<file path="config.mk">
export PLATFORM = sky130hd
export DESIGN_NAME = usb_linestate_mon
export DESIGN_NICKNAME = d
export VERILOG_FILES = /design/src/rtl/usb_linestate_mon.sv
export SDC_FILE = /design/constraint.sdc
export NUM_CORES = 1
export LEC_CHECK = 0
export ABC_AREA = 1
export BUFFER_PORTS_ARGS = -buffer_cell sky130_fd_sc_hd__buf_4
export CAP_MARGIN = 20
export CORE_MARGIN = 3
export CORE_UTILIZATION = 45
export DETAILED_ROUTE_END_ITERATION = 6
export GPL_ROUTABILITY_DRIVEN = 0
export PLACE_DENSITY_LB_ADDON = 0.25
export SLEW_MARGIN = 20
export SYNTH_ARGS = -nofsm -noshare
export SYNTH_HDL_FRONTEND = slang
export SYNTH_SLANG_ARGS = --single-unit
</file>
<file path="constraint.sdc">
create_clock -name clk -period 5.2 [get_ports clk]
set_input_delay 0.78 -clock clk [delete_from_list [all_inputs] [get_ports clk]]
set_output_delay 0.78 -clock clk [all_outputs]
set_load 0.05 [all_outputs]
</file>
<file path="src/rtl/usb_linestate_mon.sv">
// USB full-speed line-state monitor: bus reset, suspend, host resume detection
// and remote-wakeup K drive, with timeouts derived from the clock frequency.
module usb_linestate_mon #(
    parameter int CLK_FREQ        = 48000000,
    parameter int T_RESET_US      = 10000,
    parameter int T_SUSPEND_US    = 3000,
    parameter int T_WAKE_IDLE_US  = 5000,
    parameter int T_WAKE_DRIVE_US = 2000,
    parameter int K_FILT_CYC      = 48
) (
    input  logic       clk,
    input  logic       rst_n,
    input  logic       rx_dp,
    input  logic       rx_dn,
    input  logic       sof_stb,
    input  logic       wake_ena,
    input  logic       wake_req,
    output logic       usb_reset,
    output logic       usb_suspend,
    output logic       reset_evt,
    output logic       suspend_evt,
    output logic       resume_evt,
    output logic       wake_tx_en,
    output logic       wake_tx_dp,
    output logic       wake_tx_dn,
    output logic [2:0] state
);
    function automatic int max2(input int a, input int b);
        return (a > b) ? a : b;
    endfunction

    localparam int TPU          = CLK_FREQ / 1000000;
    localparam int N_RESET      = TPU * T_RESET_US;
    localparam int N_SUSPEND    = TPU * T_SUSPEND_US;
    localparam int N_WAKE_IDLE  = TPU * T_WAKE_IDLE_US;
    localparam int N_WAKE_DRIVE = TPU * T_WAKE_DRIVE_US;
    localparam int N_MAX = max2(max2(max2(N_RESET, N_SUSPEND), max2(N_WAKE_IDLE, N_WAKE_DRIVE)), K_FILT_CYC);
    localparam int CW    = $clog2(N_MAX + 1);

    localparam logic [CW-1:0] C_RESET    = CW'(N_RESET);
    localparam logic [CW-1:0] C_SUSPEND  = CW'(N_SUSPEND);
    localparam logic [CW-1:0] C_WIDLE    = CW'(N_WAKE_IDLE);
    localparam logic [CW-1:0] C_DRV_LAST = CW'(N_WAKE_DRIVE - 1);
    localparam logic [CW-1:0] C_KFILT    = CW'(K_FILT_CYC);

    typedef enum logic [2:0] {
        ST_ACTIVE     = 3'd0,
        ST_SUSPENDED  = 3'd1,
        ST_RESUMING   = 3'd2,
        ST_WAKE_WAIT  = 3'd3,
        ST_WAKE_DRIVE = 3'd4,
        ST_RESET      = 3'd5
    } state_t;

    state_t        cur, nxt;
    logic          resume_nxt;
    logic [CW-1:0] se0_cnt, idle_cnt, k_cnt, drv_cnt;

    function automatic logic [CW-1:0] sat_inc(input logic [CW-1:0] v);
        return (&v) ? v : v + 1'b1;
    endfunction

    // SE1 falls into none of the three classes, so it clears every counter.
    logic line_j, line_k, line_se0;
    assign line_j   =  rx_dp & ~rx_dn;
    assign line_k   = ~rx_dp &  rx_dn;
    assign line_se0 = ~rx_dp & ~rx_dn;

    logic rst_hit, k_hit, idle_ok, wake_go;
    assign rst_hit = (se0_cnt >= C_RESET);
    assign k_hit   = (k_cnt >= C_KFILT);
    assign idle_ok = (idle_cnt >= C_WIDLE);
    assign wake_go = wake_req & wake_ena;

    // Our own K drive must not look like bus activity or an SE0 run.
    always_ff @(posedge clk) begin
        if (!rst_n) begin
            se0_cnt  <= '0;
            idle_cnt <= '0;
            k_cnt    <= '0;
            drv_cnt  <= '0;
        end else begin
            if (!wake_tx_en) begin
                se0_cnt  <= line_se0 ? sat_inc(se0_cnt) : '0;
                idle_cnt <= (line_j && !sof_stb) ? sat_inc(idle_cnt) : '0;
            end
            k_cnt   <= line_k ? sat_inc(k_cnt) : '0;
            drv_cnt <= (cur == ST_WAKE_DRIVE) ? sat_inc(drv_cnt) : '0;
        end
    end

    always_ff @(posedge clk) begin
        if (!rst_n) cur <= ST_ACTIVE;
        else        cur <= nxt;
    end

    always_comb begin
        nxt        = cur;
        resume_nxt = 1'b0;
        case (cur)
            ST_ACTIVE: begin
                if (rst_hit)                     nxt = ST_RESET;
                else if (idle_cnt >= C_SUSPEND)  nxt = ST_SUSPENDED;
            end
            ST_SUSPENDED, ST_WAKE_WAIT: begin
                if (rst_hit) begin
                    nxt = ST_RESET;
                end else if (sof_stb) begin
                    nxt        = ST_ACTIVE;
                    resume_nxt = 1'b1;
                end else if (k_hit) begin
                    nxt        = ST_RESUMING;
                    resume_nxt = 1'b1;
                end else if (cur == ST_SUSPENDED && wake_go) begin
                    nxt = idle_ok ? ST_WAKE_DRIVE : ST_WAKE_WAIT;
                end else if (cur == ST_WAKE_WAIT && idle_ok) begin
                    nxt = ST_WAKE_DRIVE;
                end
            end
            ST_WAKE_DRIVE: begin
                if (drv_cnt == C_DRV_LAST) begin
                    nxt        = ST_RESUMING;
                    resume_nxt = 1'b1;
                end
            end
            ST_RESUMING: begin
                if (rst_hit)            nxt = ST_RESET;
                else if (k_cnt == '0)   nxt = ST_ACTIVE;
            end
            ST_RESET: begin
                if (se0_cnt == '0)      nxt = ST_ACTIVE;
            end
            default: nxt = ST_ACTIVE;
        endcase
    end

    always_ff @(posedge clk) begin
        if (!rst_n) begin
            usb_reset   <= 1'b0;
            usb_suspend <= 1'b0;
            reset_evt   <= 1'b0;
            suspend_evt <= 1'b0;
            resume_evt  <= 1'b0;
            wake_tx_en  <= 1'b0;
            wake_tx_dn  <= 1'b0;
        end else begin
            usb_reset   <= (nxt == ST_RESET);
            usb_suspend <= (nxt == ST_SUSPENDED) || (nxt == ST_RESUMING) ||
                           (nxt == ST_WAKE_WAIT) || (nxt == ST_WAKE_DRIVE);
            reset_evt   <= (nxt == ST_RESET) && (cur != ST_RESET);
            suspend_evt <= (cur == ST_ACTIVE) && (nxt == ST_SUSPENDED);
            resume_evt  <= resume_nxt;
            wake_tx_en  <= (nxt == ST_WAKE_DRIVE);
            wake_tx_dn  <= (nxt == ST_WAKE_DRIVE);
        end
    end

    assign wake_tx_dp = 1'b0;
    assign state      = cur;
endmodule

</file>
# Word-level counts from Yosys, hierarchy flattened
# Cells that the tools add are included.
# op_classes
n_addsub	4
n_lt_le_gt_ge	4
n_eq_ne	14
muxes	22
bitwise	7
n_reduce_logical	21
# op_table
operator	count
19-bit by 1-bit adder with 19-bit output, second input constant	4
19-bit two-way mux	4
19-bit AND reduction	4
19-bit by 18-bit greater-or-equal comparator with 1-bit output, second input constant	2
19-bit zero test	2
3-bit two-way mux	12
19-bit by 17-bit == test with 1-bit output, second input constant	1
19-bit greater-or-equal comparator, second input constant	1
19-bit by 6-bit greater-or-equal comparator with 1-bit output, second input constant	1
3-bit case mux with 5 select lines	1
3-bit by 2-bit == test with 1-bit output, second input constant	4
3-bit == test, second input constant	4
2-bit AND reduction	4
3-bit by 1-bit == test with 1-bit output, second input constant	2
1-bit logical AND	5
1-bit bitwise AND	4
1-bit two-way mux	4
2-bit inequality test, second input constant	2
3-bit zero test	1
1-bit logical OR	3
3-bit inequality test, second input constant	1
1-bit inverter	3
1-bit case mux with 2 select lines	1
2-bit OR reduction	1
1-bit zero test	1
# word_totals
register_bits	85
inputBits	7
output_inout_bits	11
elab_cells	83

# Longest topological paths before layout
# logic_depth
depth_word	12
ltp_mapped	15
mapped_depth_nobuf	14

# Worst setup path before layout
# No wires, ideal clock.
# synth_path
path_kind	input port to flip-flop
from	input port rx_dn
to	register se0_cnt[13]
setup_time_ns	0.132
arrival_ns	1.700
t_required_ns	5.068
setup_slack_ns	3.368
cell_stages	9
path_buffers	1
cell_sequence	inv_1 nand2_1 nor3_1 nand4_1 nand2_1 buf_4 nor3_1 o21ai_0 nor2_1
# synth_via
elab_chain_len	4
elab_cells_between_ends	5
classes_between	1 x eq/ne; 1 x mux; 2 x bitwise; 1 x reduce/logical
# synth_rtl
item	line	text
start: declaration	14	input logic rx_dn,
1-bit inverter *	67	assign line_se0 = ~rx_dp & ~rx_dn;
1-bit bitwise AND *	67	
2-bit inequality test (no source line)	n/a	
2-bit AND reduction (no source line)	n/a	
end signal: assignment	84	se0_cnt <= line_se0 ? sat_inc(se0_cnt) : '0;
end: declaration	57	logic [CW-1:0] se0_cnt, idle_cnt, k_cnt, drv_cnt;
# Mark *: on every way between the ends. The rest lies on a longest branch, timed or not.
# A chain may end at the register's enable or synchronous reset.

# Worst setup path after layout
# layout_path
from	register idle_cnt[0]
to	register idle_cnt[3]
# layout_via
elab_chain_len	3
elab_cells_between_ends	6
classes_between	1 x add/sub; 1 x eq/ne; 2 x mux; 2 x reduce/logical
# layout_rtl
item	line	text
start: declaration	57	
start signal: assignment	85	idle_cnt <= (line_j && !sof_stb) ? sat_inc(idle_cnt) : '0;
19-bit by 1-bit adder with 19-bit output or 19-bit AND reduction (tied branches)	60	return (&v) ? v : v + 1'b1;
19-bit two-way mux or 2-bit inequality test (tied branches)	n/a	
19-bit two-way mux or 2-bit AND reduction (tied branches)	n/a	
# Parallel ways exist; a longest one is shown, timed or not. The select of a mux whose other input is x is not followed.

==> flow_summary.ini <==
[pwr]
power_density_mw_per_mm2 = 209
power.switching_mw = 0.257
total_power_mw = 1.12
switching_share = 0.230
clockPowerShare = 0.391
combPwrFrac = 0.025
p_leak_nw = 2.09
ir_drop_v = 0.000135
power.share.sequential = 0.584
intPower_mw = 0.860

[placement]
dp_hpwl_um = 8610
io_buffer_count = 16
placed_cell_area_mm2 = 0.00518

[job]
maxCapViolations = 0

[setup_path]
critPathBufInv = 2
cp_max_fo = 22
slowest_delay_ns = 0.43
required_ns = 5.51
slowest_stage = dfxtp_1
worstSetupEndpointType = flip-flop
critPathKind = flip-flop to flip-flop
reg2reg_to = idle_cnt[3]$_SDFFE_PN0P_
crit_chain = ha_1 -> nand2_1 -> inv_1 -> nand4_1 -> nor3_2 -> nand3_1 -> nand2_2 -> inv_2 -> nand2_1 -> o21ai_1 -> a21oi_1
start_kind = flip-flop
cp_common_cell = nand2_1
crit_family = simple AND/OR/NAND/NOR gates
regToRegSetupSlack_ns = 2.93
rr_worst_depth = 11
critPathArrivalTime_ns = 2.58
r2r-start = idle_cnt[0]$_SDFFE_PN0P_
crit_start = idle_cnt[0]$_SDFFE_PN0P_

[yosys]
synth_top_area_frac = 0.342
synthesis.area_mm2 = 0.00497
async_reset_ff_frac = 0
ys.flop_type = dfxtp_1
synth-edff-count = 0
yosys_warnings = 0
ys_types = 41
ys_seq_area_frac = 0.342
synth_top_area_cell = dfxtp_1
syn_nets = 755
ys_ff_latch = 85
netlist_instances = 741
avgSynthCellArea_um2 = 6.71
synth_area_leaders = dfxtp_1, nand2_1, inv_1, nor2_1, a21oi_1

[worst_hold_path]
min_delay_path_depth = 2
whs_endpoint = k_cnt[1]$_SDFFE_PN0N_
hp-start = k_cnt[1]$_SDFFE_PN0N_
min_path_type = flip-flop to flip-flop

[floorplan]
dieWidth_um = 111
start_util = 0.473
die_y_um = 111
rows = 37
design.die.area_mm2 = 0.0123
pin_count = 18
core_mm2 = 0.0105

[route]
drt_pass1_iterations = 5
wl_um = 11400
remaining_drc_errors = 0
avgViaCountPerCell = 5.24
ant_nets = 0
via_count = 4697
wl_per_cell_um = 12.7
drtIter0Drc = 224

[clock_network]
cts-root-buf = clkbuf_8
clkTransAtPathRegs_ns = 0.08
cts_resized = 0
cts_tree = done
cts_max_path_buffers = 2
cts.sinks = 85
ctsHoldBuffers = 0
htreeDepth = 3
numCtsBuffers = 9
clock_latency_ns = 0.37
post_cts_buffers = 0

[sta]
finalSetupViolations = 0
finClkSkew_ns = 0.00399
rsz0062_at_grt = false
min_period_over_period = 0.437
fmax_ghz = 0.440
hold_viol_final = 0
slew_viol_final = 0
tns_ns = 0
finalCriticalPeriod_ns = 2.27
worst_slew_pin_slew_ns = 1.03
max_slew_margin = 0.312

[status]
outcome = finished, final reports clean

[global_routing]
grt_usage = 0.189
grt_pass1_vias = 4313
grt_first_pass_wirelength_um = 19700
antenna_found_initial = 0
grt_max_degree = 28
gr-total-overflow = 0

[final_layout]
layout-drive-gt1-share = 0.0961
nFillCells = 1053
layout_commonest_cell = nand2_1
multi_input_area_mm2 = 0.00276
design_area_mm2 = 0.00535
regArea_mm2 = 0.00170
nNetsFinal = 769
diodes = 0
area_delta_synth_final_pct = 7.70
final_cell_mix = nand2_1, inv_1, nor2_1
state kept, by name, summed over array words and instances, names as in the netlist:
| signal | cells |
|---|---|
| idle_cnt | 19 |
| k_cnt | 19 |
| wake_tx_dn | 1 |
| se0_cnt | 19 |
| state | 3 |
| usb_suspend | 1 |
| usb_reset | 1 |
| reset_evt | 1 |
| drv_cnt | 19 |
| resume_evt | 1 |
| suspend_evt | 1 |
how the worst max path moves through the flow:
stage | endpoint | slack [ns] | cells after the start
5_1_grt | idle_cnt[3]$_SDFFE_PN0P_ | 2.72 | 11
2_1_floorplan | se0_cnt[13]$_SDFFE_PN0P_ | 3.37 | 9
3_5_place_dp | idle_cnt[3]$_SDFFE_PN0P_ | 2.73 | 8
4_1_cts | idle_cnt[3]$_SDFFE_PN0P_ | 2.94 | 11
3_3_place_gp | idle_cnt[3]$_SDFFE_PN0P_ | 2.76 | 8
6_report | idle_cnt[3]$_SDFFE_PN0P_ | 2.93 | 11
area by class of cell:
class	instances	area share
flip-flops and latches	85	0.318
clock inverters	1	0.000935
clock buffers	15	0.0311
multi-input cells	530	0.516
repair buffers	16	0.0224
well taps	136	0.0318
inverters	113	0.0802
stage by stage:
stage / hold slack (ns) / utilization / setup WS (ns) / cells
finish: 0.498 / 0.509 / 2.93 / 896
floorplan: 0.455 / - / 3.37 / 741
global route: 0.522 / 0.509 / 2.72 / 896
CTS: 0.501 / 0.509 / 2.94 / 896
detailed placement: 0.489 / 0.493 / 2.73 / 880
global placement: 0.465 / 0.493 / 2.76 / 880
worst reg2reg max path, cell delays in order (launching register included):
cell	delay, ns
dfxtp_1	0.43
ha_1	0.19
nand2_1	0.11
inv_1	0.09
nand4_1	0.12
nor3_2	0.21
nand3_1	0.13
nand2_2	0.38
inv_2	0.23
nand2_1	0.13
o21ai_1	0.07
a21oi_1	0.12
layer usage:
metal,part of all wire,track usage
met1,0.48,0.252
met3,0.046,0.0322
met4,0.015,0.0673
met2,0.46,0.309
met5,0,0
power by group through the flow:
stage | sequential, mW | clock [mW] | combinational (mW)
floorplan | 0.668 | 0 | 0.0186
global placement | 0.668 | 0 | 0.0271
detailed placement | 0.668 | 0 | 0.0277
CTS | 0.652 | 0.449 | 0.0278
global route | 0.653 | 0.477 | 0.0308
finish | 0.652 | 0.436 | 0.0276
cells by family (layout without fill, tap and decap cells):
logic type,Yosys count,in the layout,share of synthesized area
compound gates,95,95,0.106
xor+xnor,31,31,0.0546
fa+ha+maj,7,7,0.0176
buf+inv,126,145,0.102
flops,85,85,0.342
other cells,1,1,0.000755
simple gates,396,396,0.376
Yosys cell counts (4+ instances only):
master,n
nor2_2,4
inv_2,17
ha_1,7
nand3b_1,6
o21ai_0,15
inv_1,95
xnor2_1,7
nor4_1,7
nor2_1,92
a21oi_1,50
o21ai_1,10
dfxtp_1,85
nand3_1,47
a31oi_1,8
nor3_4,4
xor2_1,24
nand4_1,28
nor3_1,29
nor3_2,5
nand2_1,164
clkbuf_1,5
Note: power is estimated with default switching activity, not from simulation.
